--- config.mk ---
export PLATFORM = sky130hd
export DESIGN_NAME = mem_arbiter
export DESIGN_NICKNAME = d
export VERILOG_FILES = /design/src/rtl/mem_arb_pkg.sv /design/src/rtl/mem_arb_wait_ctr.sv /design/src/rtl/mem_arbiter.sv
export SDC_FILE = /design/constraint.sdc
export NUM_CORES = 1
export LEC_CHECK = 0
export BUFFER_PORTS_ARGS = -buffer_cell sky130_fd_sc_hd__buf_2
export CORE_AREA = 4 4 113 115
export CTS_BUF_LIST = sky130_fd_sc_hd__clkbuf_16
export CTS_CLUSTER_SIZE = 10
export DETAILED_ROUTE_END_ITERATION = 7
export DIE_AREA = 0 0 117 119
export GPL_TIMING_DRIVEN = 0
export PLACE_DENSITY = 0.69
export SLEW_MARGIN = 5
export SYNTH_ARGS = -nofsm -noshare
export SYNTH_HDL_FRONTEND = slang
export SYNTH_HIERARCHICAL = 1
export SYNTH_SLANG_ARGS = --single-unit
--- constraint.sdc ---
create_clock -name clk -period 3 [get_ports clk]
set_input_delay 0 -clock clk [delete_from_list [all_inputs] [get_ports clk]]
set_output_delay 0 -clock clk [all_outputs]
set_load 0.005 [all_outputs]
--- src/rtl/mem_arb_pkg.sv ---
// -----------------------------------------------------------------------------
// mem_arb_pkg
// Shared definitions for the unified-memory arbiter between the ARM core and
// the debug requester: owner encoding for visualization and default bus widths.
// -----------------------------------------------------------------------------
package mem_arb_pkg;

  localparam int AW_DEF = 32;
  localparam int DW_DEF = 32;

  typedef enum logic [1:0] {
    OWN_NONE = 2'b00,
    OWN_CPU  = 2'b01,
    OWN_DBG  = 2'b10
  } owner_e;

endpackage

--- src/rtl/mem_arb_wait_ctr.sv ---
// -----------------------------------------------------------------------------
// mem_arb_wait_ctr
// Saturating starvation counter for the debug port. Counts consecutive cycles
// in which the debug request was denied; at_max tells the arbiter to force a
// debug grant.
//
// Ports:
//   clk     in   system clock
//   reset   in   asynchronous active-low reset
//   inc     in   debug request denied this cycle
//   clr     in   debug granted or not requesting (takes precedence over inc)
//   at_max  out  count has reached DBG_MAX_WAIT
// -----------------------------------------------------------------------------
module mem_arb_wait_ctr
  import mem_arb_pkg::*;
#(
  parameter int DBG_MAX_WAIT = 4
) (
  input  logic clk,
  input  logic reset,
  input  logic inc,
  input  logic clr,
  output logic at_max
);

  // A limit of 0 still needs a 1-bit register; it simply never leaves 0.
  localparam int CW = (DBG_MAX_WAIT > 0) ? $clog2(DBG_MAX_WAIT + 1) : 1;
  localparam logic [CW-1:0] MAX_CNT = CW'(DBG_MAX_WAIT);

  logic [CW-1:0] cnt_q, cnt_d;

  assign at_max = (cnt_q == MAX_CNT);

  always_comb begin
    cnt_d = cnt_q;
    if (clr) begin
      cnt_d = '0;
    end else if (inc && !at_max) begin
      cnt_d = cnt_q + CW'(1);
    end
  end

  always_ff @(posedge clk or negedge reset) begin
    if (!reset) begin
      cnt_q <= '0;
    end else begin
      cnt_q <= cnt_d;
    end
  end

endmodule

--- src/rtl/mem_arbiter.sv ---
// -----------------------------------------------------------------------------
// mem_arbiter
// Shares the single unified instruction/data memory between the multicycle ARM
// core (fixed priority) and a debug requester. A bounded-wait counter forces a
// debug grant after DBG_MAX_WAIT consecutive denials so debug always progresses.
// Grants are combinational; read data returns registered one cycle later.
//
// Configuration macro: MEM_ARB_DBG_WRITE_EN
//   defined     - dbg_we reaches the memory (debug can load memory)
//   not defined - debug writes complete the handshake but never drive mem_we
//
// Ports:
//   clk, reset                      clock, asynchronous active-low reset
//   cpu_req/we/adr/wd  -> cpu_gnt   core request; grant = access at this edge
//   cpu_rvalid/cpu_rdata            registered core read return
//   dbg_req/we/adr/wd  -> dbg_gnt   debug request; grant = access at this edge
//   dbg_rvalid/dbg_rdata            registered debug read return
//   mem_we/mem_a/mem_wd, mem_rd     memory port (combinational read)
//   owner                           current grant owner (NONE/CPU/DBG)
// -----------------------------------------------------------------------------
module mem_arbiter
  import mem_arb_pkg::*;
#(
  parameter int AW           = AW_DEF,
  parameter int DW           = DW_DEF,
  parameter int DBG_MAX_WAIT = 4
) (
  input  logic          clk,
  input  logic          reset,
  input  logic          cpu_req,
  input  logic          cpu_we,
  input  logic [AW-1:0] cpu_adr,
  input  logic [DW-1:0] cpu_wd,
  output logic          cpu_gnt,
  output logic          cpu_rvalid,
  output logic [DW-1:0] cpu_rdata,
  input  logic          dbg_req,
  input  logic          dbg_we,
  input  logic [AW-1:0] dbg_adr,
  input  logic [DW-1:0] dbg_wd,
  output logic          dbg_gnt,
  output logic          dbg_rvalid,
  output logic [DW-1:0] dbg_rdata,
  output logic          mem_we,
  output logic [AW-1:0] mem_a,
  output logic [DW-1:0] mem_wd,
  input  logic [DW-1:0] mem_rd,
  output logic [1:0]    owner
);

  logic dbg_at_max;
  logic dbg_we_eff;

  logic          cpu_rvalid_q, cpu_rvalid_d;
  logic [DW-1:0] cpu_rdata_q,  cpu_rdata_d;
  logic          dbg_rvalid_q, dbg_rvalid_d;
  logic [DW-1:0] dbg_rdata_q,  dbg_rdata_d;

  mem_arb_wait_ctr #(
    .DBG_MAX_WAIT(DBG_MAX_WAIT)
  ) u_wait_ctr (
    .clk   (clk),
    .reset (reset),
    .inc   (dbg_req & ~dbg_gnt),
    .clr   (dbg_gnt | ~dbg_req),
    .at_max(dbg_at_max)
  );

`ifdef MEM_ARB_DBG_WRITE_EN
  assign dbg_we_eff = dbg_we;
`else
  assign dbg_we_eff = 1'b0;
`endif

  // Grants and memory mux. Reset gates the grants combinationally so that no
  // write can reach memory at any edge while reset is held.
  always_comb begin
    dbg_gnt = 1'b0;
    cpu_gnt = 1'b0;
    owner   = OWN_NONE;
    mem_a   = cpu_adr;
    mem_wd  = cpu_wd;
    mem_we  = 1'b0;
    if (reset) begin
      if (dbg_req && (dbg_at_max || !cpu_req)) begin
        dbg_gnt = 1'b1;
        owner   = OWN_DBG;
        mem_a   = dbg_adr;
        mem_wd  = dbg_wd;
        mem_we  = dbg_we_eff;
      end else if (cpu_req) begin
        cpu_gnt = 1'b1;
        owner   = OWN_CPU;
        mem_we  = cpu_we;
      end
    end
  end

  // Read return: capture at the grant edge of a read, pulse rvalid for one
  // cycle; rdata holds across writes and idle cycles.
  always_comb begin
    cpu_rvalid_d = cpu_gnt & ~cpu_we;
    cpu_rdata_d  = cpu_rvalid_d ? mem_rd : cpu_rdata_q;
    dbg_rvalid_d = dbg_gnt & ~dbg_we;
    dbg_rdata_d  = dbg_rvalid_d ? mem_rd : dbg_rdata_q;
  end

  always_ff @(posedge clk or negedge reset) begin
    if (!reset) begin
      cpu_rvalid_q <= 1'b0;
      cpu_rdata_q  <= '0;
      dbg_rvalid_q <= 1'b0;
      dbg_rdata_q  <= '0;
    end else begin
      cpu_rvalid_q <= cpu_rvalid_d;
      cpu_rdata_q  <= cpu_rdata_d;
      dbg_rvalid_q <= dbg_rvalid_d;
      dbg_rdata_q  <= dbg_rdata_d;
    end
  end

  assign cpu_rvalid = cpu_rvalid_q;
  assign cpu_rdata  = cpu_rdata_q;
  assign dbg_rvalid = dbg_rvalid_q;
  assign dbg_rdata  = dbg_rdata_q;

endmodule

# ---- Word level (Yosys, flattened, before mapping)
# Index checks and enable logic that the tools add are counted.
dict set report word_totals {
  regBits 69
  inputBits 166
  output_inout_bits 135
}
dict set report classes {
  addsub 1
  n_eq_ne 1
  muxes 17
  bitwise_logic 8
  n_reduce_logical 6
}
# op n
set op_table {}
lappend op_table {{$mux 32} 4}
lappend op_table {{$mux 1} 9}
lappend op_table {{$mux 3} 2}
lappend op_table {{$mux 2} 2}
lappend op_table {{$not 1->1} 4}
lappend op_table {{$add 3x1->3 const B} 1}
lappend op_table {{$and 1x1->1} 3}
lappend op_table {{$eq 3x3->1 const B} 1}
lappend op_table {{$logic_and 1x1->1} 2}
lappend op_table {{$logic_not 1->1} 2}
lappend op_table {{$reduce_bool 2->1} 1}
lappend op_table {{$logic_or 1x1->1} 1}
lappend op_table {{$or 1x1->1} 1}

# ---- Longest topological paths before layout
# Gate-level depths: netlist of run 1.
dict set report logic_depth {
  word_depth 10
  mapped_depth 9
  ltp_nobuf 7
}

# ---- By module
# Netlist of run 1, hierarchy kept.
# mod n_inst cells_each area_per_inst_um2
set modules_own_cells {}
lappend modules_own_cells {mem_arbiter 1 221 3284.4}
lappend modules_own_cells {mem_arb_wait_ctr 1 18 192.7}

# ---- Worst setup path before layout of run 1
# No wires, ideal clock.
dict set report synth_path {
  path_type {flip-flop to flip-flop}
  start {register u_wait_ctr.cnt_q[0]}
  end {register u_wait_ctr.cnt_q[0]}
  setup_time_ns 0.125
  t_arrival_ns 2.085
  required_ns 2.875
  path_slack_ns 0.790
  path_stages_with_launch 10
  synth_period_minus_slack_ns 2.210
  path_cell_list {dfrtp_1 > inv_1 > ha_1 > and2_1 > o211ai_1 > buf_4 > buf_6 > and2_1 > a21boi_2 > mux2_4}
}
dict set report synth_between {
  elab_chain_len 9
  word_cells_on_any_way 14
  cone_classes {add/sub (1); eq/ne (1); mux (4); bitwise (3); reduce/logical (5)}
}
# element line
set synth_lines {}
lappend synth_lines {{from (decl)} mem_arb_wait_ctr.sv:30} ;# logic [CW-1:0] cnt_q, cnt_d;
lappend synth_lines {{from (signal assigned)} mem_arb_wait_ctr.sv:47} ;# cnt_q <= cnt_d;
lappend synth_lines {{$eq 3x3->1 *} mem_arb_wait_ctr.sv:32} ;# assign at_max = (cnt_q == MAX_CNT);
lappend synth_lines {{named net dbg_at_max} mem_arbiter.sv:51} ;# logic dbg_at_max;
lappend synth_lines {{$logic_or 1x1->1} mem_arbiter.sv:85} ;# if (dbg_req && (dbg_at_max || !cpu_req)) begin
lappend synth_lines {{$logic_and 1x1->1} mem_arbiter.sv:85}
lappend synth_lines {{$mux 1} mem_arbiter.sv:85}
lappend synth_lines {{$mux 1} mem_arbiter.sv:84} ;# if (reset) begin
lappend synth_lines {{$not 1->1} mem_arbiter.sv:64} ;# .inc (dbg_req & ~dbg_gnt),
lappend synth_lines {{$and 1x1->1} mem_arbiter.sv:64}
lappend synth_lines {{$logic_and 1x1->1} mem_arb_wait_ctr.sv:38} ;# end else if (inc && !at_max) begin
lappend synth_lines {{$reduce_bool 2->1 (no line)} --}
# Mark *: on every way through the listed nets, which the timed path passes. The rest lies on a longest branch. The select of a mux whose other input is x is not followed.
# A chain may end at the register's enable or synchronous reset.

# ---- Worst setup path after layout of run 1
dict set report layout_path {
  start {register u_wait_ctr.cnt_q[0]}
  end {output port mem_a[8]}
}
dict set report layout_between {
  elab_chain_len 5
}
# element line
set layout_lines {}
lappend layout_lines {{$eq 3x3->1} mem_arb_wait_ctr.sv:32}
lappend layout_lines {{named net dbg_at_max} mem_arbiter.sv:51}
lappend layout_lines {{$logic_or 1x1->1} mem_arbiter.sv:85}
lappend layout_lines {{$logic_and 1x1->1} mem_arbiter.sv:85}
lappend layout_lines {{$mux 32} mem_arbiter.sv:85}
lappend layout_lines {{$mux 32} mem_arbiter.sv:84}
lappend layout_lines {{to (decl)} mem_arbiter.sv:45} ;# output logic [AW-1:0] mem_a,
# The timed path passes the listed nets, and every way through them passes these cells.

==> run summary, run 1 <==
first-pass GRT wire length -> 20,700 um
Synth Register Bits -> 69
Final setup violation count -> 0
Setup crit end -> mem_a[8]
R2R Setup Slk -> 0.46 ns
met2 Usage GRT -> 0.355
pwr dens -> 522 nW/um^2
DR pass1 iterations -> 4
Die H -> 119 um
vias per std cell -> 4.61
Synth Cell Area -> 3480 sq um
Critical Path Slowest Stage Cell -> dfrtp_1
Yosys cell types -> 22
syn nets -> 407
CTS Buffer Depth -> 2
Critical Path End Type -> primary output
setup_tns -> 0 ns
die area -> 13,900 sq um
core area -> 11,800 sq um
Clock Sinks -> 69
Switching Power -> 804 uW
num ports -> 301
Initial Util -> 0.294
H-tree Lvls -> 3
row count -> 40
HPWL after DPL -> 11,500 um
share of the yosys chip area belonging to registers -> 0.497
Max IR drop VDD -> 0.430 mV
layout cell share with drive strength beyond 1 -> 0.782
hold_sp -> dbg_req
WP data arrival -> 2.56 ns
CP max FO -> 10
Slowest Stage Delay on Critical Path -> 0.39 ns
clock share of power -> 0.343
vias in the first global route -> 3,682
post-synthesis average cell area -> 14.5 sq um
status -> finished, final reports clean
worst r2r dst -> u_wait_ctr/cnt_q[0]$_DFFE_PN0P_
critical-path cell list -> inv_1, ha_1, and2_1, o211ai_1, buf_4, buf_6, mux2_2, buf_2
width of the die -> 117 um
worst slew pin tran -> 0.891 ns
clk_lat worst skew -> 0.32 ns
GRT Total Usage -> 0.199
Comb pwr share -> 0.258
Antenna diodes -> 0
worst hold path class -> input port to flip-flop
TritonCTS buffer count -> 9
Setup CP Type -> flip-flop to primary output
drt wl/cell -> 19.4 um
vias -> 3,386
grt met1 use -> 0.227
FF-to-FF Start -> u_wait_ctr/cnt_q[0]$_DFFE_PN0P_
largest net degree at the start of global routing -> 73
CTS tree -> yes
Pint -> 2210 uW
Crit path depth -> 8
commonest cells after routing, fill and taps aside -> 305 x buf_2, 127 x mux2_2, 69 x dfrtp_1
Max-Cap Viols -> 0
GRT overflow -> 0
Slew HR -> 0.406
switching fraction of total power -> 0.266
Post-Synthesis Cells -> 239
Lkg Pwr -> 0.00301 uW
Critical Path Source -> u_wait_ctr/cnt_q[0]$_DFFE_PN0P_
Fmax achieved -> 390 MHz
power share of the sequential group -> 0.398
Area Overhead vs Synth -> 66.4%
fin util -> 0.490
Post-Route WL -> 14,200 um
RSZ-0062 raised after global routing -> no
commonest non-fill, non-tap cell in the layout -> buf_2
Buf+Inv Stages, Crit Path -> 4
nets@finish -> 751
DRC Markers -> 0
fin crit share -> 0.855
initial antenna violation count -> 2
I/O Buffers -> 300
skew final -> 0.00242 ns
yosys warns -> 6
final hold viol count -> 0
DRT iter0 DRCs -> 39
startpoint types -> flip-flop
root buf cell -> clkbuf_16
R2R depth -> 9
gpl congestion -> 0.985
clock transition at the registers of the reported paths -> 0.05 ns
CP top delay family -> buffers and inverters
min Tclk post-route -> 2.56 ns
worst path required time -> 3.00 ns
GRT busiest layer -> met2
final slew viol count -> 0
GRT met3 Usage -> 0.0528
post-route ant nets -> 0
-- flip-flops by register name, indices dropped and copies added (netlist names) --
| name | flops |
|---|---|
| dbg_rdata | 32 |
| dbg_rvalid | 1 |
| u_wait_ctr/cnt_q | 3 |
| cpu_rvalid | 1 |
| cpu_rdata | 32 |
-- area by class of cell --
| class | instances | area [sq um] |
|---|---|---|
| Inverter | 6 | 22.5 |
| Buffer | 15 | 109 |
| Multi-Input combinational cell | 149 | 1620 |
| Tap cell | 147 | 184 |
| Timing Repair Buffer | 333 | 1830 |
| Clock buffer | 9 | 225 |
| Sequential cell | 69 | 1730 |
| Clock inverter | 7 | 66.3 |
| Fill cell | 1066 | 6020 |
-- metal layers --
metal | routed length (um) | vias to the layer above
li1 | - | 1548
met1 | 5340 | 1659
met2 | 7380 | 154
met3 | 1130 | 21
met4 | 365 | 4
met5 | 19 | -
-- synth_stat cells --
library cell	instances	area share
nor3_1	1	0.0014
o211ai_1	1	0.0022
buf_6	3	0.0097
mux2_2	127	0.41
and4b_1	1	0.0029
buf_2	6	0.0086
mux2_1	1	0.0032
nand2_1	2	0.0022
inv_1	6	0.0065
ha_1	2	0.0072
a211oi_4	1	0.0058
dfrtp_1	69	0.50
mux2i_1	1	0.0029
nand2b_1	2	0.0036
o2111ai_2	1	0.0043
nor2b_1	1	0.0018
and2_1	3	0.0054
a21boi_2	1	0.0032
a21oi_1	2	0.0029
buf_4	6	0.013
mux2_4	1	0.0043
nor2_1	1	0.0011
-- repair_timing --
| item | CTS | global route |
|---|---|---|
| buffers inserted | 0 | 0 |
| hold endpoints to repair | 133 | 0 |
| resized for setup | 0 | 0 |
| hold buffers | 33 | 0 |
-- logic make-up (layout without fill, tap and decap cells) --
logic type,after synthesis,in the layout,synth area share
adders and majority gates,2,2,0.00720
DFF,69,69,0.497
AOI/OAI and AO/OA,6,6,0.0184
buffers and inverters,21,370,0.0378
muxes,130,130,0.422
and+or+nand+nor,11,11,0.0184
-- worst reg2reg max path, stage by stage, from the launching register on --
cell and delay [ns]:
dfrtp_1 0.39, inv_1 0.06, ha_1 0.23, and2_1 0.23, o211ai_1 0.35, buf_4 0.28, buf_6 0.17, and2_1 0.16
a21boi_2 0.23, mux2_4 0.32
-- metrics by stage --
stage               power, uW  hold slack [ns]  setup slack (ns)  instance area, sq um  std cells
global route             3190            0.108             0.185                  5790        735
CTS                      3050           0.0728             0.371                  5790        735
floorplan                1510           -0.296             0.790                  3480        239
global placement         1940            0.233            0.0485                  5160        686
detailed placement       1970            0.189             0.412                  5160        686
finish                   3020           0.0855             0.436                  5790        735
-- power groups by stage --
stage	registers (uW)	logic, uW	clock network [uW]
after global placement	1200	736	0
final	1200	780	1040
after floorplan	1230	282	0
after global routing	1220	851	1120
after CTS	1200	790	1060
after detailed placement	1210	753	0
-- how the worst min path moves through the flow --
| stage | to | cells after the start | slack (ns) |
|---|---|---|---|
| after floorplan | cpu_rdata[0]$_DFFE_PN0P_ | 0 | -0.30 |
| after global placement | cpu_rdata[13]$_DFFE_PN0P_ | 2 | 0.23 |
| after detailed placement | dbg_rdata[14]$_DFFE_PN0P_ | 1 | 0.19 |
| after CTS | u_wait_ctr/cnt_q[2]$_DFFE_PN0P_ | 3 | 0.07 |
| after global routing | u_wait_ctr/cnt_q[2]$_DFFE_PN0P_ | 3 | 0.11 |
| final | u_wait_ctr/cnt_q[2]$_DFFE_PN0P_ | 3 | 0.09 |
(Power assumes the default switching activity.)
==> run 2: changes to the inputs <==
--- a/config.mk
+++ b/config.mk
@@ -6,15 +6,14 @@
 export NUM_CORES = 1
 export LEC_CHECK = 0
 export BUFFER_PORTS_ARGS = -buffer_cell sky130_fd_sc_hd__buf_2
-export CORE_AREA = 4 4 113 115
+export CORE_AREA = 4 4 116 118
 export CTS_BUF_LIST = sky130_fd_sc_hd__clkbuf_16
 export CTS_CLUSTER_SIZE = 10
 export DETAILED_ROUTE_END_ITERATION = 7
-export DIE_AREA = 0 0 117 119
+export DIE_AREA = 0 0 120 122
 export GPL_TIMING_DRIVEN = 0
-export PLACE_DENSITY = 0.69
+export PLACE_DENSITY = 0.66
 export SLEW_MARGIN = 5
 export SYNTH_ARGS = -nofsm -noshare
 export SYNTH_HDL_FRONTEND = slang
-export SYNTH_HIERARCHICAL = 1
 export SYNTH_SLANG_ARGS = --single-unit
==> run summary, run 2 <==
status -> finished, final reports clean
Commonest cells post-synth -> 127 x mux2_2, 69 x dfrtp_1, 8 x buf_6
pwr dens -> 549 nW/um^2 (+5.2%)
min Tclk post-route -> 2.56 ns (-0.00251 ns)
Lkg Pwr -> 0.00295 uW (-1.9%)
CTS tree -> yes
post-synthesis average cell area -> 14.9 sq um (+2.8%)
vias in the first global route -> 3,567 (-3.1%)
HPWL after DPL -> 10,200 um (-11%)
drt wl/cell -> 16.8 um (-13%)
WP data arrival -> 2.56 ns (about the same)
Critical Path Slowest Stage Cell -> dlygate4sd3_1
Fmax achieved -> 390 MHz (about the same)
final slew viol count -> 0 (unchanged)
Clock Sinks -> 69 (unchanged)
fillers -> 1,164 (+9.2%)
Initial Util -> 0.278 (-0.0162)
clk_lat worst skew -> 0.32 ns (about the same)
PnR worst setup slack -> 0.439 ns (+0.00251 ns)
GRT Total Usage -> 0.164 (-0.0349)
Die H -> 122 um (+2.5%)
syn nets -> 400 (-1.7%)
post-synth top area share -> 0.498 (+0.00125)
setup_tns -> 0 ns (unchanged)
worst path required time -> 3.00 ns (about the same)
TritonCTS buffer count -> 9 (unchanged)
RSZ-0062 raised after global routing -> no
gpl congestion -> 0.870 (-12%)
commonest cells after routing, fill and taps aside -> 303 x buf_2, 127 x mux2_2, 69 x dfrtp_1
final hold viol count -> 0 (unchanged)
nets@finish -> 745 (-0.80%)
skew final -> 0.00714 ns (+0.00472 ns)
CTS Buffer Depth -> 2 (unchanged)
Final setup violation count -> 0 (unchanged)
Post-synth EDFFs -> 0 (unchanged)
Top FF cell, synth -> dfrtp_1
DP Worst Slack -> 0.571 ns (+0.159 ns)
Antenna diodes -> 0 (unchanged)
Pwr Total -> 3220 uW (+6.7%)
worst slew pin tran -> 0.630 ns (-0.261 ns)
die area -> 14,600 sq um (+5.1%)
area of the multi-input gates -> 1600 sq um (-1.1%)
clock transition at the registers of the reported paths -> 0.05 ns (about the same)
commonest non-fill, non-tap cell in the layout -> buf_2
fin crit share -> 0.854 (about the same)
Synth Cell Area -> 3470 sq um (-0.25%)
I/O Buffers -> 300 (unchanged)
Max IR drop VDD -> 0.243 mV (-44%)
Buf+Inv Stages, Crit Path -> 5 (+1)
Yosys cell types -> 20 (-9.1%)
Critical Path End Type -> primary output
core area -> 12,500 sq um (+5.5%)
largest net degree at the start of global routing -> 72 (-1.4%)
cell repeated most along the worst path -> buf_6
Setup CP Type -> input port to primary output
layout cell share with drive strength beyond 1 -> 0.790 (+0.00807)
post-route design area -> 5870 sq um (+1.4%)
asr flop ratio synth -> 1.00 (unchanged)
DR pass1 iterations -> 4 (unchanged)
Area Overhead vs Synth -> 69.3%
register area -> 1730 sq um (unchanged)
Synth area leader -> dfrtp_1
vias -> 3,251 (-4.0%)
first-pass GRT wire length -> 18,700 um (-9.7%)
share of the yosys chip area belonging to registers -> 0.498 (+0.00125)
post-route ant nets -> 0 (unchanged)
Synth Register Bits -> 69 (unchanged)
critical-path cell list -> dlygate4sd3_1, buf_6, nand2_1, a21oi_2, buf_4, buf_6, mux2_2, buf_2
dpl cell area -> 5190 sq um (+0.44%)
startpoint types -> input port
num ports -> 301 (unchanged)
Slowest Stage Delay on Critical Path -> 0.55 ns (+0.16 ns)
post-CTS setup buffer count -> 0 (unchanged)
Slew HR -> 0.580 (+0.174)
H-tree Lvls -> 3 (unchanged)
GRT overflow -> 0 (unchanged)
Max-Cap Viols -> 0 (unchanged)
width of the die -> 120 um (+2.6%)
worst hold path class -> input port to flip-flop
initial antenna violation count -> 0 (-2)
row count -> 41 (+2.5%)
yosys warns -> 0 (-6)
DRT iter0 DRCs -> 118 (+200%)
root buf cell -> clkbuf_16
DRC Markers -> 0 (unchanged)
Post-Synthesis Cells -> 232 (-2.9%)
most frequent cell after synthesis -> mux2_2
CP top delay family -> buffers and inverters
vias per std cell -> 4.31 (-6.4%)
Post-Route WL -> 12,700 um (-11%)
CP max FO -> 71 (+61)
ranking of synthesized cells by area -> dfrtp_1 50%, mux2_2 41%, buf_6 2.6%
[run 2: worst paths after layout]
path                                                 start                         to  slack (ns)  cells after the start
max                                                  reset                  mem_a[23]        0.44                      8
min                                                 dbg_we       dbg_rvalid$_DFF_PN0_        0.04                      3
max reg2reg                u_wait_ctr.cnt_q[0]$_DFFE_PN0P_   dbg_rdata[3]$_DFFE_PN0P_        0.90                      6
min reg2reg                       cpu_rdata[5]$_DFFE_PN0P_   cpu_rdata[5]$_DFFE_PN0P_        0.49                      1
max in group asynchronous                            reset   dbg_rdata[5]$_DFFE_PN0P_        2.31                      2
min in group asynchronous                            reset  dbg_rdata[15]$_DFFE_PN0P_        0.27                      2
[run 2: cells by family after synthesis]
kind of cell               after synthesis  share of synthesized area
adders and majority gates                2                    0.00721
and+or+nand+nor                         10                     0.0159
AOI/OAI and AO/OA                        4                     0.0177
xor gates and xnor gates                 1                    0.00253
muxes                                  129                      0.418
buffers and inverters                   17                     0.0404
DFF                                     69                      0.498
[run 2: timing repair]
item                       in CTS  in global routing
hold endpoints to repair      136                  0
gates resized for setup         0                  1
hold buffers                   34                  0
setup endpoints to repair       0                 16
[run 2: metrics by stage]
step / util / cells / hold slack [ns]
final: 0.471 / 754 / 0.0401
after global routing: 0.471 / 754 / 0.0323
after CTS: 0.471 / 754 / 0.0263
after detailed placement: 0.416 / 704 / 0.174
after global placement: 0.416 / 704 / 0.232
after floorplan: - / 232 / -0.296
[run 2: power by group]
part           internal, uW  switching, uW
registers              1120           96.6
logic                   491            323
clock network           807            378
total                  2420            798
[run 2: worst reg2reg max path, stage by stage, from the launching register on]
cell and delay, ns:
dfrtp_1 0.41, inv_1 0.08, ha_1 0.27, nand2_2 0.16, a211oi_4 0.47, buf_6 0.23
mux2_2 0.35
[run 2: layout make-up]
class,instances,area share
well taps,172,0.0367
repair buffers,334,0.315
plain buffers,15,0.0226
clock inverters,7,0.0194
clock buffers,9,0.0384
multi-input cells,146,0.273
inverters,2,0.00128
flip-flops and latches,69,0.294
[run 2: layer usage]
metal | routed length (um) | track usage
met5 | 0 | 0
met4 | 287 | 0.0608
met3 | 958 | 0.0469
met2 | 6910 | 0.312
met1 | 4490 | 0.171
